[src/rtl/playback_control_fsm.sv]
// Keyboard command decoder, restart handshake sequencer and sample-strobe divider for the flash audio reader.
// Outputs are registered and update one clk_in cycle after the command or ack that causes them.
// Optional macro RESTART_PAUSE_EN: when defined, a completed restart also stops playback until 'E'.
module playback_control_fsm #(
  parameter int DIV_W       = 16,
  parameter int DIV_DEFAULT = 2273,
  parameter int DIV_STEP    = 64,
  parameter int DIV_MIN     = 256,
  parameter int DIV_MAX     = 65535
) (
  input  logic             clk_in,
  input  logic             reset,
  input  logic [7:0]       kbd_char,
  input  logic             kbd_valid,
  input  logic             speed_up,
  input  logic             speed_down,
  input  logic             speed_reset,
  input  logic             restart_ack,
  output logic             play_enable,
  output logic             direction,
  output logic             restart,
  output logic             sample_strobe,
  output logic [DIV_W-1:0] divisor
);

  typedef enum logic [1:0] {
    CMD      = 2'd0,
    WAIT_ACK = 2'd1,
    RELEASE  = 2'd2
  } state_t;

  // Divisor arithmetic runs one bit wider so neither bound can wrap.
  localparam logic [DIV_W:0]   LP_MIN  = (DIV_W+1)'(DIV_MIN);
  localparam logic [DIV_W:0]   LP_MAX  = (DIV_W+1)'(DIV_MAX);
  localparam logic [DIV_W:0]   LP_STEP = (DIV_W+1)'(DIV_STEP);
  localparam logic [DIV_W-1:0] LP_DEF  = DIV_W'(DIV_DEFAULT);
  localparam logic [DIV_W-1:0] LP_ONE  = DIV_W'(1);

  state_t           r_state;
  logic             r_play;
  logic             r_dir;
  logic             r_restart;
  logic             r_strobe;
  logic [DIV_W-1:0] r_div;
  logic [DIV_W-1:0] r_cnt;

  logic [7:0]       w_lc;
  logic             w_key_e;
  logic             w_key_d;
  logic             w_key_f;
  logic             w_key_b;
  logic             w_key_r;
  logic [DIV_W:0]   w_div_wide;
  logic [DIV_W:0]   w_div_dec;
  logic [DIV_W:0]   w_div_inc;
  logic [DIV_W-1:0] w_div_nxt;

  // Setting bit 5 folds upper-case letters onto lower-case for case-insensitive decode.
  assign w_lc    = kbd_char | 8'h20;
  assign w_key_e = kbd_valid && (w_lc == 8'h65);
  assign w_key_d = kbd_valid && (w_lc == 8'h64);
  assign w_key_f = kbd_valid && (w_lc == 8'h66);
  assign w_key_b = kbd_valid && (w_lc == 8'h62);
  assign w_key_r = kbd_valid && (w_lc == 8'h72);

  assign w_div_wide = {1'b0, r_div};
  assign w_div_dec  = w_div_wide - LP_STEP;
  assign w_div_inc  = w_div_wide + LP_STEP;

  // Next divisor: reset beats everything, simultaneous up/down cancel, then saturating step.
  always_comb begin
    w_div_nxt = r_div;
    if (speed_reset) begin
      w_div_nxt = LP_DEF;
    end else if (speed_up && speed_down) begin
      w_div_nxt = r_div;
    end else if (speed_up) begin
      w_div_nxt = (w_div_wide >= LP_MIN + LP_STEP) ? w_div_dec[DIV_W-1:0] : LP_MIN[DIV_W-1:0];
    end else if (speed_down) begin
      w_div_nxt = (w_div_inc > LP_MAX) ? LP_MAX[DIV_W-1:0] : w_div_inc[DIV_W-1:0];
    end
  end

  // Command decode and restart handshake; later assignments intentionally override earlier ones.
  always_ff @(posedge clk_in or posedge reset) begin
    if (reset) begin
      r_state   <= CMD;
      r_play    <= 1'b0;
      r_dir     <= 1'b0;
      r_restart <= 1'b0;
    end else begin
      if (w_key_e) r_play <= 1'b1;
      if (w_key_d) r_play <= 1'b0;
      if (w_key_f) r_dir  <= 1'b0;
      if (w_key_b) r_dir  <= 1'b1;
      case (r_state)
        CMD: begin
          if (w_key_r) begin
            r_restart <= 1'b1;
            r_state   <= WAIT_ACK;
          end
        end
        WAIT_ACK: begin
          // No timeout: the reader always answers eventually.
          if (restart_ack) begin
            r_restart <= 1'b0;
            r_state   <= RELEASE;
`ifdef RESTART_PAUSE_EN
            r_play    <= 1'b0;
`endif
          end
        end
        RELEASE: begin
          if (!restart_ack) r_state <= CMD;
        end
        default: r_state <= CMD;
      endcase
    end
  end

  // Strobe divider and divisor register; a new divisor is only picked up on the next reload.
  always_ff @(posedge clk_in or posedge reset) begin
    if (reset) begin
      r_div    <= LP_DEF;
      r_cnt    <= LP_DEF - LP_ONE;
      r_strobe <= 1'b0;
    end else begin
      r_div <= w_div_nxt;
      if (r_cnt == '0) begin
        r_strobe <= 1'b1;
        r_cnt    <= r_div - LP_ONE;
      end else begin
        r_strobe <= 1'b0;
        r_cnt    <= r_cnt - LP_ONE;
      end
    end
  end

  assign play_enable   = r_play;
  assign direction     = r_dir;
  assign restart       = r_restart;
  assign sample_strobe = r_strobe;
  assign divisor       = r_div;

endmodule

[config.mk]
export PLATFORM = sky130hd
export DESIGN_NAME = playback_control_fsm
export DESIGN_NICKNAME = d
export VERILOG_FILES = /design/src/rtl/playback_control_fsm.sv
export SDC_FILE = /design/constraint.sdc
export NUM_CORES = 1
export LEC_CHECK = 0
export ABC_CLOCK_PERIOD_IN_PS = 7500
export BUFFER_PORTS_ARGS = -buffer_cell sky130_fd_sc_hd__buf_2
export CAP_MARGIN = 20
export CORE_MARGIN = 10
export CORE_UTILIZATION = 44
export CTS_BUF_LIST = sky130_fd_sc_hd__clkbuf_2
export DETAILED_ROUTE_END_ITERATION = 6
export HOLD_SLACK_MARGIN = 0.1
export MAX_ROUTING_LAYER = met4
export PLACE_DENSITY = 0.63
export SLEW_MARGIN = 25
export SYNTH_ARGS = -nofsm -noshare
export SYNTH_HDL_FRONTEND = slang
export SYNTH_SLANG_ARGS = --single-unit
export TNS_END_PERCENT = 50
[constraint.sdc]
create_clock -name clk_in -period 7.5 [get_ports clk_in]
set_input_delay 2.25 -clock clk_in [delete_from_list [all_inputs] [get_ports clk_in]]
set_output_delay 2.25 -clock clk_in [all_outputs]
set_load 0.02 [all_outputs]
### After elaboration in Yosys (flattened, before gate mapping)

Index checks and enable logic that the tools add are counted.

* output and inout bits: 20
* input port bits: 15
* register bits: 38
* word-level logic and storage cells: 58

* order comparisons: 2
* reductions and logical operators: 15
* muxes and demuxes: 19
* $add $sub $neg: 4
* equality and inequality tests: 11

Operators with widths (count)
* 16-bit 2-to-1 mux: 7
* 7-bit by 6-bit equality test with 1-bit output (second input constant): 5
* 16-bit by 1-bit subtractor with 16-bit output (second input constant): 2
* 16-bit by 7-bit adder with 17-bit output (second input constant): 1
* 17-bit by 16-bit greater-than comparator with 1-bit output (second input constant): 1
* 16-bit by 9-bit >= comparator with 1-bit output (second input constant): 1
* 16-bit logical NOT: 1
* 16-bit by 7-bit subtractor with 16-bit output (second input constant): 1
* 2-bit inequality test (second input constant): 4
* 1-bit 2-to-1 mux: 7
* 1-bit logical AND: 6
* 2-bit 2-to-1 mux: 3
* 2-bit case mux with 3 select lines: 1
* 3-bit AND reduction: 2
* 2-bit nonzero test: 3
* 3-bit nonzero test: 1
* 2-bit by 1-bit equality test with 1-bit output (second input constant): 1
* 2-bit equality test (second input constant): 1
* 2-bit logical NOT: 1
* 1-bit case mux with 2 select lines: 1
* 2-bit AND reduction: 1

### Logic depth before layout (Yosys ltp)

Gate-level depths: netlist of the first run.

* depth after elaboration: 7
* depth in mapped cells: 14

### Least setup slack after synthesis of the first run

OpenSTA, ideal clock, no wires.

* path kind: input to register
* from: input speed_down
* to: register r_div[8], in the netlist divisor[8]
* stages on the path: 6
* data required time: 7380 ps
* path slack: 4033 ps
* arrival time: 3348 ps
* cells stage by stage: clkbuf_1 nand2b_1 nand2_1 a21boi_0 or4_1 and3_1

* cells in the longest elaborated chain, start to end: 3
* elaborated cells on any way between the ends: 4

RTL lines
* start: declaration: RTL line 16 `input logic speed_down,`
* 1-bit logical AND: RTL line 75 `end else if (speed_up && speed_down) begin`
* 2-bit inequality test (no source line)
* 2-bit AND reduction (no source line) (*)
* end signal: assignment: RTL line 128 `r_div <= w_div_nxt;`
* end: declaration: RTL line 44 `logic [DIV_W-1:0] r_div;`

Every way passes the cells marked *; elsewhere a longest branch is shown, timed or not.
A chain may end at the register's enable or synchronous reset.

### Worst setup path in the final report of the first run

* from: register r_div[8], in the netlist divisor[8]
* to: output divisor[8]

RTL lines
* end: declaration: RTL line 23 `output logic [DIV_W-1:0] divisor`

No word-level cell between the ends.

==> results.md, run 1 <==
* Fraction of layout cells with a size suffix above 1 at 23.2%
* Nets@finish at 342
* Initial antenna violation count at 0
* CTS max path bufs at 2
* Reg clk slew, reported paths at 0.18 ns
* Worst Max-Slew Pin Slew at roughly 0.72 ns
* Yosys reg bits at 34
* All-layer global routing usage at approximately 15%
* Drt pass-1 iters at 4
* Critical Path Fanout Max at 19
* Synthesis-to-finish area growth at 7.24%
* CP Buf/Inv Count at 1
* Syn Inst Count at 302
* DRC viols at 0
* R2R cell count at 12
* CTS tree: built
* Worst clock skew at 0.0177 ns
* Final Cycle Share at approximately half
* Status: finished, final reports clean
* ANT nets after route at 0
* Minimum clock period at 3.77 ns
* Slowest cell on crit path: dfrtp_1
* Worst hold path type: reg -> reg
* PortBufs at 33
* Total number of vias at 2386
* RSZ-0062 raised after global routing: no
* Fmax at 0.265 GHz
* Top-area cell type share of the netlist area at 24.8%
* Slew headroom at 51.7%
* Reg2reg end: r_cnt[12]
* CP delay by family, top: flip-flops
* Number of diodes at 0
* Final Cell Area at 2820 sq um
* Htree depth at 2
* CTS buffer count at 5
* Mapped Area at 2630 sq um
* Crit Path Class: reg -> out
* Ys flop type: dfrtp_1
* Count of final hold-check violations at 0
* Unique masters post-synth at 73
* Power Density at around 180 nW/um^2
* Syn nets at 322
* Synth Warn # at 0
* Worst Setup End Kind: output port
* Die W at 97.2 um
* Root Buffer: clkbuf_2
* Setup crit start: divisor[8]
* Number of global-route vias before repair at ~2400
* Max-Cap Viols at 0
* Number of gates resized after cts at 0
* Post-Syn Area per Cell at 8.69 sq um
* DIE AREA at approximately 9500 sq um
* Top cells by count, synth: 30 x nor2_1, 26 x dfrtp_1, 23 x nand2_1, 17 x o21ai_0, 16 x a21oi_1
* Last element of the critical path: divisor[8]
* Top-count cell post-synth: nor2_1
* Final setup vio count at 0
* Crit-path cells: buf_2
* Worst R2R Setup Slack at 3.82 ns
* Final Wtd Congestion at 0.831
* WP data arrival at about 1.5 ns
* Gr ovfl total at 0
* Initial Util at 44.9%
* Setup_tns at 0 ns
* Die H at 97.2 um
* Reg2reg start: r_cnt[5]
* CP Launch Type: flop
* Clock sink total at 34
* Worst hold slack at 0.464 ns
* Post-CTS Setup Bufs at 0
* Largest net degree at the start of global routing at 20
* Slowest cell delay on critical path at 0.85 ns
* Leakage at 1.13 nW
* Post-synthesis sequential area ratio at between 30% and 40%
* Number of flops mapped to enable cells by yosys at 0
* Design Power at about 500 uW
* Hold Buf Count CTS at 0
* Placed Instance Area at 2780 sq um
* Async set-reset flop share out of synthesis at 100%
* VDD IR-drop max at 0.0993 mV
* Initial DRC count at 188
* Detailed placer's ending HPWL at slightly below 5000 um
* WL per Instance at around 17 um
* Number of I/O pins at 35
* Global-route wire length before repair at around 12000 um
* Clock insertion delay at the later pin of the skew report at 0.39 ns
* Total Routed Length at 6790 um
* Placement row count at 28
* Largest cells by area after synthesis: dfrtp_1 25%, dfstp_2 8.0%, nor2_1 4.3%
* Data required, critical path at 5.25 ns
* Vias per inst at 5.99
* Final Max Slew Viols at 0
* Core area at 5850 sq um
* Critical Path Stages at 1
* Area leader, netlist: dfrtp_1
## layout by cell type, fill, tap and decap left out, drive strengths merged, types with 3 or more instances in the layout
cell,count
buf,34
nor2,30
dfrtp,26
nand2,23
o21ai,18
a21oi,16
nor3,16
inv,15
nand3,12
xnor2,10
o41ai,9
dfstp,8
nor4,8
o31ai,7
ha,5
clkbuf,5
or2,5
nand2b,4
mux2i,4
o21a,4
xor2,4
nor2b,3
and2,3
nor3b,3
a31oi,3
a211oi,3
clkinv,3
nand4,3
o311ai,3
a2111oi,3
o221ai,3
## worst min path at each step
stage,start,to,slack (ns),cells after the start
after floorplan,r_cnt[0],r_cnt[0],0.42,1
after global placement,r_cnt[0],r_cnt[0],0.44,1
after detailed placement,r_cnt[0],r_cnt[0],0.45,1
final,r_cnt[0],r_cnt[0],0.46,1
after CTS,r_cnt[0],r_cnt[0],0.47,1
after global routing,r_cnt[0],r_cnt[0],0.49,1
## sequential cells by signal, summed over array words and instances, names as in the netlist
signal,cells
direction,1
divisor,12
play_enable,1
r_cnt,16
r_state,2
restart,1
sample_strobe,1
## cell families (layout without fill, tap and decap cells)
logic type / after synthesis / count (layout) / synth area share [%]
AOI/OAI and AO/OA: 84 / 84 / 23.9
xor gates and xnor gates: 14 / 14 / 4.67
adders and majority gates: 5 / 5 / 2.38
buffers and inverters: 36 / 57 / 6.43
DFF: 34 / 34 / 32.8
muxes: 5 / 5 / 1.95
and+or+nand+nor: 124 / 124 / 27.9
## final cells by class
| cell class | count | area [sq um] |
|---|---|---|
| clock buffer | 5 | 25.0 |
| clock inverter | 3 | 11.3 |
| fill | 578 | 3040 |
| inverter | 15 | 56.3 |
| multi-input combinational | 232 | 1600 |
| sequential | 34 | 861 |
| tap | 75 | 93.8 |
| timing repair buffer | 34 | 173 |
## report_power, final
part	switching, mW	leakage, nW	internal (mW)	total [mW]
registers	0.0564	0.420	0.224	0.280
logic	0.0748	0.681	0.0600	0.135
clock network	0.0649	0.0255	0.0199	0.0848
## stage by stage
stage / setup slack [ns] / std cells / util (%)
final: 3.73 / 398 / 48.1
after global routing: 3.50 / 398 / 48.1
after CTS: 3.73 / 398 / 48.1
after detailed placement: 3.64 / 390 / 47.5
after global placement: 3.65 / 390 / 47.5
after floorplan: 4.03 / 302 / -
## layer usage
| layer | vias up | GRT usage (%) | part of all wire (%) |
|---|---|---|---|
| li1 | 1155 | - | - |
| met1 | 1158 | 18.4 | 45 |
| met2 | 67 | 23.9 | 49 |
| met3 | 6 | 2.56 | 4.6 |
| met4 | 0 | 4.70 | 1.3 |
| met5 | - | - | 0 |
No activity file was read; power rests on OpenSTA's default activity.
==> run 2: changes to the inputs <==
- ABC_CLOCK_PERIOD_IN_PS: 7500 -> 3500
- clock period: 7.5 -> 3.5 ns (I/O delays scaled with it)
==> run 2 against run 1 <==
Compared with the run above:
- clock skew up 0.0040 ns
- routed wire length down 2.1%
- count of clock-buffer cells in the layout up 1
- sequential power up 110%
- worst hold slack better by 0.0066 ns
- final area up 0.89%
- global-route usage down 0.55 points
- highest routed layer unchanged
- worst setup slack worse by 3.4 ns
- utilization up 0.43 points
- total power up 120%
- via count down 2.1%
- sequential cell count unchanged
==> results.md, run 2 (synthesis results as in run 1) <==
* DIE AREA at between 9000 and 10000 sq um
* Initial antenna violation count at 0
* Setup_tns at 0 ns
* Final Wtd Congestion at approximately 0.84
* Final Max Slew Viols at 0
* Register Area at 861 sq um
* Worst Max-Slew Pin Slew at 0.724 ns
* Worst Setup End Kind: flop
* Critical Path Fanout Max at 7
* CTS max path bufs at 2
* Minimum clock period at 3.21 ns
* Most common cell after layout, fill and taps aside: buf_2
* Reg2reg start: r_cnt[5]
* Count of final hold-check violations at 0
* CP Launch Type: flop
* CTS buffer count at 5
* Initial DRC count at 153
* DRC viols at 0
* Root Buffer: clkbuf_2
* Hold Buf Count CTS at 0
* Worst R2R Setup Slack at 0.29 ns
* Fmax at 0.311 GHz
* Final setup vio count at 0
* R2R cell count at 12
* Hold Path End: r_cnt[0]
* Placement row count at 28
* Sw Pwr at 419 uW
* Total Routed Length at between 6000 and 7000 um
* Reg2reg end: r_cnt[12]
* Number of gates resized after cts at 0
* # fillers at 566
* Initial Util at ~45%
* Final Cycle Share at between 90% and 100%
* Total number of vias at 2336
* Largest net degree at the start of global routing at 20
* VDD IR-drop max at 0.200 mV
* WP data arrival at between 3 and 4 ns
* Data required, critical path at 3.79 ns
* PortBufs at 33
* Design Power at ~1.1 mW
* Reg clk slew, reported paths at 0.20 ns
* Htree depth at 2
* Synthesis-to-finish area growth at 8.20%
* Placed Instance Area at about 2800 sq um
* Fraction of layout cells with a size suffix above 1 at 24.5%
* Crit Path Class: reg -> reg
* Hold-critical path depth at 1
* Slew headroom at 51.7%
* Die H at just under 100 um
* Multi-input gate area at 1600 sq um
* Internal at about 660 uW
* Switch share at 38.9%
* Sequential share of power at between 50 and 60%
* Core area at between 5000 and 6000 sq um
* Final Cell Area at roughly 2800 sq um
* Power Density at 379 nW/um^2
* Gr ovfl total at 0
* Number of global-route vias before repair at 2287
* Die W at between 90 and 100 um
* Clk pwr share at ~18%
* Vias per inst at ~5.8
* Clock sink total at 34
* All-layer global routing usage at between 10% and 20%
* Detailed placer's ending HPWL at 4790 um
* Comb pwr share at a little over a quarter
* Highest-count cells in the layout ignoring fill and taps: 33 x buf_2, 30 x nor2_1, 26 x dfrtp_1
* WL per Instance at 16.6 um
* Clock insertion delay at the later pin of the skew report at 0.40 ns
* CTS tree: built
* RSZ-0062 raised after global routing: no
* Worst clock skew at 0.0218 ns
* Global-route wire length before repair at ~11000 um
* ANT nets after route at 0
* Nets@finish at 345
* Worst hold path type: reg -> reg
* Top reg by flops: r_cnt
* Origin of the worst min-delay path: r_cnt[0]
* Status: finished, final reports clean
* Number of I/O pins at 35
* Max-Cap Viols at 0
* Post-CTS Setup Bufs at 0
* Max reg flops at 16
* Drt pass-1 iters at 6
* Leakage at approximately 1.1 nW
* Number of diodes at 0
==> run 2: worst max-delay path: stages, from the launching register on <==
cell and delay [ns]:
dfstp_2 0.65, nor4_4 0.08, nand3_2 0.14, or2_0 0.18
inv_2 0.06, a21oi_1 0.20, ha_1 0.25, or4b_4 0.50
nor2_1 0.13, o311ai_2 0.19, or3_4 0.40, o311ai_2 0.21
nand3_1 0.10
==> run 2: power by group through the flow <==
stage	logic [mW]	registers [mW]	clock network [mW]
6_report	0.288	0.600	0.190
5_1_grt	0.329	0.615	0.212
4_1_cts	0.291	0.598	0.198
3_5_place_dp	0.290	0.605	0
3_3_place_gp	0.285	0.603	0
2_1_floorplan	0.234	0.576	0
==> run 2: metrics by stage <==
stage,cells,setup slack (ns),util [%],hold WS [ns]
final,401,0.288,48.5,0.471
after global routing,401,0.0534,48.5,0.506
after CTS,401,0.279,48.5,0.478
after detailed placement,393,0.357,47.9,0.460
after global placement,393,0.409,47.9,0.448
after floorplan,302,0.309,-,0.417
==> run 2: final cells by class <==
cell class / instances / area share, %
timing repair buffer: 37 / 6.87
clock buffer: 6 / 1.06
clock inverter: 2 / 0.308
tap: 75 / 3.30
sequential: 34 / 30.3
inverter: 15 / 1.98
multi-input combinational: 232 / 56.2
==> run 2: routing by layer <==
metal	part of all wire, %	vias up	wire (um)	track usage (%)
li1	-	1161	-	-
met1	46	1100	3050	17.0
met2	48	66	3190	23.6
met3	4.5	9	299	2.28
met4	1.6	0	108	5.26
met5	0	-	0	-
==> run 2: worst max path at each step <==
stage,startpoint,slack (ns),to
after global routing,r_cnt[5],0.05,r_cnt[12]
after detailed placement,r_cnt[5],0.36,r_cnt[12]
after floorplan,r_cnt[5],0.31,r_cnt[12]
after global placement,r_cnt[5],0.41,r_cnt[12]
final,r_cnt[5],0.29,r_cnt[12]
after CTS,r_cnt[5],0.28,r_cnt[12]
